### config.mk
export PLATFORM = sky130hd
export DESIGN_NAME = tft_spi_tx
export DESIGN_NICKNAME = d
export VERILOG_FILES = /design/src/rtl/tft_spi_tx.sv
export SDC_FILE = /design/constraint.sdc
export NUM_CORES = 1
export LEC_CHECK = 0
export CORE_AREA = 2 2 75 77
export DETAILED_ROUTE_END_ITERATION = 6
export DIE_AREA = 0 0 77 79
export GPL_ROUTABILITY_DRIVEN = 0
export MAX_ROUTING_LAYER = met4
export PLACE_DENSITY = 0.73
export SYNTH_ARGS = -nofsm -noshare
export SYNTH_HDL_FRONTEND = slang
export SYNTH_SLANG_ARGS = --single-unit
### constraint.sdc
create_clock -name clk -period 6.4 [get_ports clk]
set_input_delay 1.28 -clock clk [delete_from_list [all_inputs] [get_ports clk]]
set_output_delay 1.28 -clock clk [all_outputs]
set_load 0.05 [all_outputs]
### src/rtl/tft_spi_tx.sv
// Purpose : byte-level SPI (mode 0, MSB-first) transmitter for the 320x480 TFT panel, with a small {dc,data} FIFO.
// Latency : push into an empty idle block -> spi_cs low 2 cycles later; each byte takes 16*CLK_DIV cycles, no gap between queued bytes.
// Backpr. : tft_busy is high while the FIFO is full; a push while full is dropped and sets the sticky overflow flag.
//
// Ports:
//   clk, rst                          system clock, synchronous active-high reset
//   tft_data, tft_dc, tft_transmit    upstream byte stream (one byte per cycle while tft_transmit is high)
//   tft_busy                          FIFO full, upstream must hold off
//   idle                              nothing queued, nothing in flight, CS high
//   overflow                          sticky: a push was dropped (cleared only by rst)
//   spi_sck, spi_sdi, spi_dc, spi_cs  panel pins, all registered
module tft_spi_tx #(
    parameter int CLK_DIV    = 2,
    parameter int FIFO_DEPTH = 4
) (
    input  logic       clk,
    input  logic       rst,
    input  logic [7:0] tft_data,
    input  logic       tft_dc,
    input  logic       tft_transmit,
    output logic       tft_busy,
    output logic       idle,
    output logic       overflow,
    output logic       spi_sck,
    output logic       spi_sdi,
    output logic       spi_dc,
    output logic       spi_cs
);

    localparam int AW = (FIFO_DEPTH > 1) ? $clog2(FIFO_DEPTH) : 1;
    localparam int CW = AW + 1;
    localparam int DW = (CLK_DIV > 1) ? $clog2(CLK_DIV) : 1;

    typedef enum logic {
        S_IDLE,
        S_SHIFT
    } state_t;

    state_t          state;
    logic [8:0]      mem [FIFO_DEPTH];
    logic [AW-1:0]   wr_ptr;
    logic [AW-1:0]   rd_ptr;
    logic [CW-1:0]   count;
    logic [DW-1:0]   div;
    logic [2:0]      bit_cnt;
    logic [7:0]      shreg;

    logic            fifo_full;
    logic            fifo_empty;
    logic            push;
    logic            pop;
    logic            div_tc;
    logic            last_fall;
    logic [8:0]      head;

    assign fifo_full  = (count == CW'(FIFO_DEPTH));
    assign fifo_empty = (count == '0);
    assign push       = tft_transmit && !fifo_full;
    assign div_tc     = (div == DW'(CLK_DIV - 1));
    // Terminal count while SCK is high on the 8th bit: the falling edge that completes the byte.
    assign last_fall  = (state == S_SHIFT) && div_tc && spi_sck && (bit_cnt == 3'd7);
    // Pop either to start from idle or to chain the next byte without a gap.
    assign pop        = !fifo_empty && ((state == S_IDLE) || last_fall);
    assign head       = mem[rd_ptr];

    assign tft_busy = fifo_full;
    assign idle     = (state == S_IDLE) && fifo_empty;

    // Storage has no reset; validity is tracked by count/pointers alone.
    always_ff @(posedge clk) begin
        if (push) begin
            mem[wr_ptr] <= {tft_dc, tft_data};
        end
    end

    always_ff @(posedge clk) begin
        if (rst) begin
            wr_ptr   <= '0;
            rd_ptr   <= '0;
            count    <= '0;
            overflow <= 1'b0;
        end else begin
            if (push) begin
                wr_ptr <= wr_ptr + 1'b1;
            end
            if (pop) begin
                rd_ptr <= rd_ptr + 1'b1;
            end
            count <= count + CW'(push) - CW'(pop);
            // Judged on the pre-cycle count, so a same-cycle pop does not rescue the push.
            if (tft_transmit && fifo_full) begin
                overflow <= 1'b1;
            end
        end
    end

    always_ff @(posedge clk) begin
        if (rst) begin
            state   <= S_IDLE;
            spi_cs  <= 1'b1;
            spi_sck <= 1'b0;
            spi_sdi <= 1'b0;
            spi_dc  <= 1'b0;
            div     <= '0;
            bit_cnt <= '0;
            shreg   <= '0;
        end else if (pop) begin
            // Byte load: DC only ever changes here, never mid-byte.
            state   <= S_SHIFT;
            spi_cs  <= 1'b0;
            spi_sck <= 1'b0;
            spi_dc  <= head[8];
            spi_sdi <= head[7];
            shreg   <= head[7:0];
            div     <= '0;
            bit_cnt <= '0;
        end else if (state == S_SHIFT) begin
            if (!div_tc) begin
                div <= div + 1'b1;
            end else begin
                div <= '0;
                if (!spi_sck) begin
                    spi_sck <= 1'b1;
                end else begin
                    spi_sck <= 1'b0;
                    if (bit_cnt == 3'd7) begin
                        // Byte complete and nothing queued: release CS.
                        state  <= S_IDLE;
                        spi_cs <= 1'b1;
                    end else begin
                        bit_cnt <= bit_cnt + 1'b1;
                        shreg   <= {shreg[6:0], 1'b0};
                        spi_sdi <= shreg[6];
                    end
                end
            end
        end
    end

endmodule

==> flow_summary_export.csv <==
group,metric,value,unit
critical_path,crit_required,5.12,ns
global_routing,antenna_found_initial,0,
logic_synthesis,synth_most_common_cell,"sky130_fd_sc_hd__edfxtp_1",
power_and_ir_drop,power_frac_seq,45.6,%
logic_synthesis,main_combinational_cell_family_by_area_after_synthesis,"multiplexers",
min_path,class_of_the_tightest_hold_or_removal_check,"flip-flop to flip-flop",
power_and_ir_drop,power_switching,0.398,mW
power_and_ir_drop,clockPowerShare,25.1,%
critical_path,cp_data_arrival_time,2.19,ns
timing,worst_slack,2.93,ns
timing,finalCritPeriodShare,54.2,%
drt,drt-pass1-iter-count,4,
timing,rsz_0062_raised_after_global_routing,"false",
logic_synthesis,synth_seq_area_share,62.6,%
power_and_ir_drop,power_per_cell_area,420,nW/um^2
cts,clk_path_buf_depth,2,
timing,drv_slew,0,
drt,remaining_drc_errors,0,
cts,cts_buffers,9,
cts,root_buffer,"sky130_fd_sc_hd__clkbuf_8",
die,floorplan.initialDensity,47.9,%
cts,clock_sink_count,62,
placed_design,dp_cells,261,
critical_path,cp-start-kind,"flip-flop",
timing,timing_hold_violations_final,0,
logic_synthesis,synthMuxAreaShare,11.3,%
cts,number_of_levels_in_the_clock_h_tree,3,
final_layout,final_layout_size_suffix_gt1_share,18.0,%
logic_synthesis,syn_nets,200,
drt,antenna_left,0,
drt,drt_total_wl,4170,um
placed_design,buffer_ports.inserted,18,
global_routing,first_pass_grt_wire_length,6930,um
cts,cts_setup_buffers,0,
cts,number_of_hold_repair_buffers_added_at_the_cts_stage,0,
logic_synthesis,synth_fa_ha_area_share,4.21,%
cts,clkTransAtPathRegs,0.06,ns
cts,postCtsResizedCells,0,
cts,cts_tree,"yes",
placed_design,placed_instance_area,2780,sq um
flow_run,max_cap_viol_count,0,
critical_path,path_class,"flip-flop to primary output",
logic_synthesis,synth.ff_latch_count,62,
logic_synthesis,synth_top_flop_cell,"sky130_fd_sc_hd__edfxtp_1",
logic_synthesis,synth-edff-count,36,
global_routing,global_route.usage.total,15.8,%
final_layout,fin_nets,220,
logic_synthesis,post_synth_instance_area,2560,sq um
logic_synthesis,synth-compound-area-share,8.61,%
die,die_w,77,um
die,design.portCount,19,
critical_path,worst_path_max_delay_cell,"sky130_fd_sc_hd__clkdlybuf4s50_1",
final_layout,total_inserted_antenna_cells,0,
timing,max_freq,0.288,GHz
die,placement_rows,27,
logic_synthesis,synth_top_cell_by_area,"sky130_fd_sc_hd__edfxtp_1",
logic_synthesis,synthSimpleGateAreaFrac,7.93,%
drt,initialDrtViolationCount,93,
timing,setup_total_negative_slack,0,ns
power_and_ir_drop,power.internal,0.844,mW
logic_synthesis,async_reset_ff_share,0,%
final_layout,finish.instance_area,2960,sq um
die,area_enclosed_by_the_die_boundary,6080,sq um
power_and_ir_drop,peakVddDrop,0.000217,V
power_and_ir_drop,power.share.switching,32.0,%
run_status,outcome,"finished clean",
logic_synthesis,synthTopCellsByCount,"36 x sky130_fd_sc_hd__edfxtp_1, 26 x sky130_fd_sc_hd__dfxtp_1, 13 x sky130_fd_sc_hd__a21oi_1",
timing,timing.final.crit_period,3.47,ns
die,die-height,79,um
critical_path,crit_path_max_incr_delay,0.80,ns
logic_synthesis,netlist_cell_types,38,
global_routing,first_global_vias,1421,
logic_synthesis,postSynthAreaPerCell,14.2,sq um
final_layout,finish.utilization,55.5,%
critical_path,worst_setup_path_end_kind,"primary output",
drt,num_vias,1450,
final_layout,relative_area_change_from_synthesis_to_final_layout,15.8,%
placed_design,hpwl,2710,um
logic_synthesis,synth_area_leaders,"sky130_fd_sc_hd__edfxtp_1 42%, sky130_fd_sc_hd__dfxtp_1 20%, sky130_fd_sc_hd__mux4_2 7.9%, sky130_fd_sc_hd__ha_1 3.4%, sky130_fd_sc_hd__o221a_2 3.1%",
timing,timing.slew.headroom,35.1,%
timing,finalSetupViolCount,0,
critical_path,family_with_the_most_delay_on_the_worst_path,"buffers and inverters",
logic_synthesis,synthXorXnorAreaFrac,1.71,%
global_routing,grt_start_max_net_pins,28,
cts,clock_insertion_delay_worst_skew,0.32,ns
placed_design,worst_slack_after_detailed_placement,3.09,ns
timing,fin_worst_skew,0.00457,ns
logic_synthesis,synth_warnings,0,
power_and_ir_drop,combinationalPowerShare,29.3,%
logic_synthesis,cells_after_synthesis,180,
power_and_ir_drop,leakagePower,1.07,nW
drt,routed_wire_length_per_instance,15.1,um
logic_synthesis,synthDominantCellAreaShare,42.3,%
die,core,5340,sq um
drt,routed_via_density,5.23,
final_layout,final-instance-count-excl-fill,277,
critical_path,path_cells,"or3b_1, inv_2, clkdlybuf4s50_1",
critical_path,worst-path-max-fanout,8,
global_routing,globalRoute.totalOverflow,0,
timing,worst_slew_pin_slew,0.971,ns
critical_path,crit_buf_inv,2,
-- kinds of logic (layout without fill, tap and decap cells) --
kind of cell               count (synthesis)  after routing
buffers and inverters                     22             47
xor gates and xnor gates                   5              5
muxes                                     17             17
DFF                                       62             62
AOI/OAI and AO/OA                         30             30
and+or+nand+nor                           36             36
adders and majority gates                  8              8
-- per-layer routing --
layer / vias to the layer above / share of wire, % / track usage [%]
met5: - / 0 / -
met2: 24 / 50 / 24.5
li1: 713 / - / -
met1: 711 / 46 / 19.1
met3: 2 / 3.5 / 4.77
met4: 0 / 0.48 / 8.04
-- power by group through the flow --
stage | clock network, mW | logic [mW] | registers, mW
after global routing | 0.338 | 0.398 | 0.579
after global placement | 0 | 0.359 | 0.573
final | 0.313 | 0.364 | 0.567
after detailed placement | 0 | 0.369 | 0.575
after floorplan | 0 | 0.276 | 0.574
after CTS | 0.318 | 0.370 | 0.568
-- sequential cells by signal, summed over array words and instances, names as in the netlist, named ones only --
| signal | count |
|---|---|
| wr_ptr | 2 |
| mem | 36 |
| spi_sdi | 1 |
| spi_dc | 1 |
| spi_cs | 1 |
| count | 3 |
| div | 1 |
| overflow | 1 |
| spi_sck | 1 |
| shreg | 7 |
| state | 1 |
| bit_cnt | 3 |
| rd_ptr | 2 |
-- tightest hold or removal path, stage by stage, from the launching register on --
cell and delay (ns):
sky130_fd_sc_hd__dfxtp_1 0.33, sky130_fd_sc_hd__a21oi_1 0.04, sky130_fd_sc_hd__nor2_1 0.07
-- worst paths after layout --
kind | depth (start not counted) | slack [ns] | end | startpoint
min | 2 | 0.49 | overflow | overflow
min reg2reg | 2 | 0.49 | overflow | overflow
max | 3 | 2.93 | tft_busy | count[2]
max reg2reg | 10 | 3.89 | count[2] | bit_cnt[0]
-- cell usage in the layout (no fill, tap or decap), types with 2 or more instances in the layout --
cell	count
sky130_fd_sc_hd__nand2b_1	3
sky130_fd_sc_hd__edfxtp_1	36
sky130_fd_sc_hd__clkbuf_8	9
sky130_fd_sc_hd__nand2_1	4
sky130_fd_sc_hd__xnor2_1	4
sky130_fd_sc_hd__clkinv_2	2
sky130_fd_sc_hd__mux2i_1	4
sky130_fd_sc_hd__a21oi_1	13
sky130_fd_sc_hd__clkinv_1	4
sky130_fd_sc_hd__nand3_1	4
sky130_fd_sc_hd__o221a_2	7
sky130_fd_sc_hd__dfxtp_1	26
sky130_fd_sc_hd__nor2b_1	4
sky130_fd_sc_hd__and3_1	5
sky130_fd_sc_hd__inv_1	12
sky130_fd_sc_hd__o21ai_0	2
sky130_fd_sc_hd__ha_1	7
sky130_fd_sc_hd__nor2_1	7
sky130_fd_sc_hd__mux2_2	4
sky130_fd_sc_hd__mux4_2	9
sky130_fd_sc_hd__nor3_1	4
sky130_fd_sc_hd__o21ai_1	2
sky130_fd_sc_hd__clkdlybuf4s50_1	18
-- metrics by stage --
stage / hold WS, ns / power [mW]
floorplan: 0.443 / 0.850
global placement: 0.455 / 0.932
detailed placement: 0.479 / 0.944
CTS: 0.489 / 1.26
global route: 0.512 / 1.31
finish: 0.486 / 1.24
-- layout make-up --
cell class	instances	area, sq um
clock buffers	9	124
well taps	72	90.1
inverters	13	48.8
fillers	469	2380
flip-flops and latches	62	1600
repair buffers	18	180
multi-input cells	96	862
clock inverters	7	55.1
No activity file was read; power rests on OpenSTA's default activity.
==> variant: new RTL, config.mk and constraints unchanged <==
Change the parameter `CLK_DIV` from 2 to 4. Comments in the files are not updated.
--- a/src/rtl/tft_spi_tx.sv
+++ b/src/rtl/tft_spi_tx.sv
@@ -10,7 +10,7 @@
 //   overflow                          sticky: a push was dropped (cleared only by rst)
 //   spi_sck, spi_sdi, spi_dc, spi_cs  panel pins, all registered
 module tft_spi_tx #(
-    parameter int CLK_DIV    = 2,
+    parameter int CLK_DIV    = 4,
     parameter int FIFO_DEPTH = 4
 ) (
     input  logic       clk,
Behaviour: not the same (Yosys sat finds a counterexample within 10 cycles, from zero or initial values and one cycle with rst high).
==> variant against the unedited design <==
Sequential cell count up 1; via count up 3.4%; final area up 2.6%; total power up 2.2%; critical path depth unchanged; routed wire length up 0.81%; synthesized area up 2.3%; core utilization up 1.4 points; worst setup slack better by 0.0081 ns; largest cell class unchanged; highest routed layer unchanged.
==> variant: results (changes against the unedited design) <==
----------------------------------------------------
[Yosys]
  Number of distinct standard cells referenced by the synthesized netlist ... 39 (was 38)
  Leading post-synthesis cells by instance count ... 36 x edfxtp_1, 27 x dfxtp_1, 14 x a21oi_1 (was 36 x edfxtp_1, 26 x dfxtp_1, 13 x a21oi_1)
  Main area contributors after synthesis ... edfxtp_1 41%, dfxtp_1 21%, mux4_2 7.7%, ha_1 3.8%, o221a_2 3.0% (was edfxtp_1 42%, dfxtp_1 20%, mux4_2 7.9%, ha_1 3.4%, o221a_2 3.1%)
  YS warnings ... 0 (unchanged)
  Post-synthesis register bit count ... 63 (was 62)
  Synthesized Nets ... 208 (was 200)
  Sequential cell area fraction in the yosys report ... 0.6198 (was 0.6262)

[Flow run]
  Number of max-cap violations ... 0 (unchanged)

[Route]
  Iteration count of the initial detailed-routing pass ... 4 (unchanged)
  Iter 0 DRT Violations ... 59 (was 93)
  Length of routed wiring on met1 ... 1933 microns (was 1923 microns)
  Wire per inst ... 14.86 microns (was 15.06 microns)
  DR WL met3 ... 167 microns (was 147 microns)
  Total length of routed met2 wires ... 2029 microns (was 2081 microns)
  Number of vias after detailed routing ... 1499 (was 1450)
  Top routing layer in use ... met4 (unchanged)

[Layout]
  Multi-input gate area in the final layout ... 893.4 sq um (was 862.1 sq um)
  Clock buf count ... 10 (was 9)
  Layout multi-input combinational cell count ... 101 (was 96)
  Area taken by flip-flops and latches ... 1622 sq um (was 1602 sq um)
  Clock distribution area overhead in the final layout ... 0.06713 (was 0.06041)
  # fillers ... 454 (was 469)
  Share of post-route cells with drive strength above 1 ... 0.1659 (was 0.1805)
  Net total in the final layout ... 227 (was 220)
  Fraction of area in non-clock buffers ... 0.05931 (was 0.06084)
  Number of antenna cells inserted ... 0 (unchanged)

[Global route]
  Grt met2 use ... 0.2465 (was 0.2447)
  Fraction of met3 tracks used by global routing ... 0.05114 (was 0.04773)
  Antenna violations before repair ... 0 (unchanged)
  Largest net degree at the start of global routing ... 29 (was 28)
  Global-route wire length before repair ... 6831 microns (was 6934 microns)
  Global routing met1 resource utilization ... 0.1880 (was 0.1907)
  Overall routing resource usage ... 0.1579 (was 0.1584)
  Number of global-route vias before repair ... 1416 (was 1421)

[Setup path]
  Worst path slowest cell ... clkdlybuf4s50_1 (unchanged)
  Maximum fanout along the worst path ... 7 (was 8)
  Critical path's top delay family ... buffers and inverters (unchanged)
  Stage delay of the slowest cell on the critical path ... 0.82 ns (was 0.80 ns)

[STA]
  Headroom to the max-slew limit ... 0.3521 (was 0.3506)
  Worst Clk Skew ... 0.005001 ns (was 0.004571 ns)

[Worst hold path]
  Hold Path Class ... flop to flop (unchanged)

[Power and ir drop]
  Maximum ir drop on the vdd rail ... 0.2038 mV (was 0.2168 mV)
  Leak pwr ... 1.109 nW (was 1.070 nW)

[Run status]
  Run status ... completed (unchanged)

[Placed design]
  Final HPWL from detailed placement ... 2770 microns (was 2713 microns)

[CTS]
  Post_cts resized ... 0 (unchanged)
  Clock root buffer ... clkbuf_8 (unchanged)
  Largest buffer count on any clock path ... 2 (unchanged)

----------------------------------------------------
==> variant: power by group <==
group	switching, mW	leakage, nW	internal [mW]
registers	0.0607	0.552	0.504
logic	0.190	0.455	0.161
clock network	0.139	0.103	0.215
==> variant: kinds of logic (layout without fill, tap and decap cells) <==
| kind of cell | Yosys count | after routing | share of synthesized area |
|---|---|---|---|
| flip-flops | 63 | 63 | 0.6198 |
| AND/OR/NAND/NOR | 40 | 40 | 0.08370 |
| AO/OA/AOI/OAI | 31 | 31 | 0.08848 |
| buffers and inverters | 23 | 47 | 0.03873 |
| multiplexers | 17 | 17 | 0.1100 |
| adder cells (fa/ha/maj) | 9 | 9 | 0.04591 |
| XOR/XNOR | 4 | 4 | 0.01339 |
==> variant: per-stage QoR <==
| stage | util | std cells | setup WS [ns] | area [sq um] | hold WS (ns) |
|---|---|---|---|---|---|
| 6_report | 0.5692 | 283 | 2.938 | 3038 | 0.4740 |
| 5_1_grt | 0.5692 | 283 | 2.842 | 3038 | 0.5036 |
| 4_1_cts | 0.5692 | 283 | 2.930 | 3038 | 0.4857 |
| 3_5_place_dp | 0.5309 | 267 | 3.016 | 2834 | 0.4704 |
| 3_3_place_gp | 0.5309 | 267 | 3.062 | 2834 | 0.4585 |
| 2_1_floorplan | - | 187 | 3.611 | 2616 | 0.4558 |
==> variant: path summary, 6_finish.rpt <==
| path | from | end | slack (ns) | cells past startpoint |
|---|---|---|---|---|
| worst max-delay path | count[1] | tft_busy | 2.94 | 3 |
| worst min-delay path | overflow | overflow | 0.47 | 2 |
| worst min register to register | overflow | overflow | 0.47 | 2 |
| worst max register to register | bit_cnt[0] | count[2] | 3.75 | 11 |
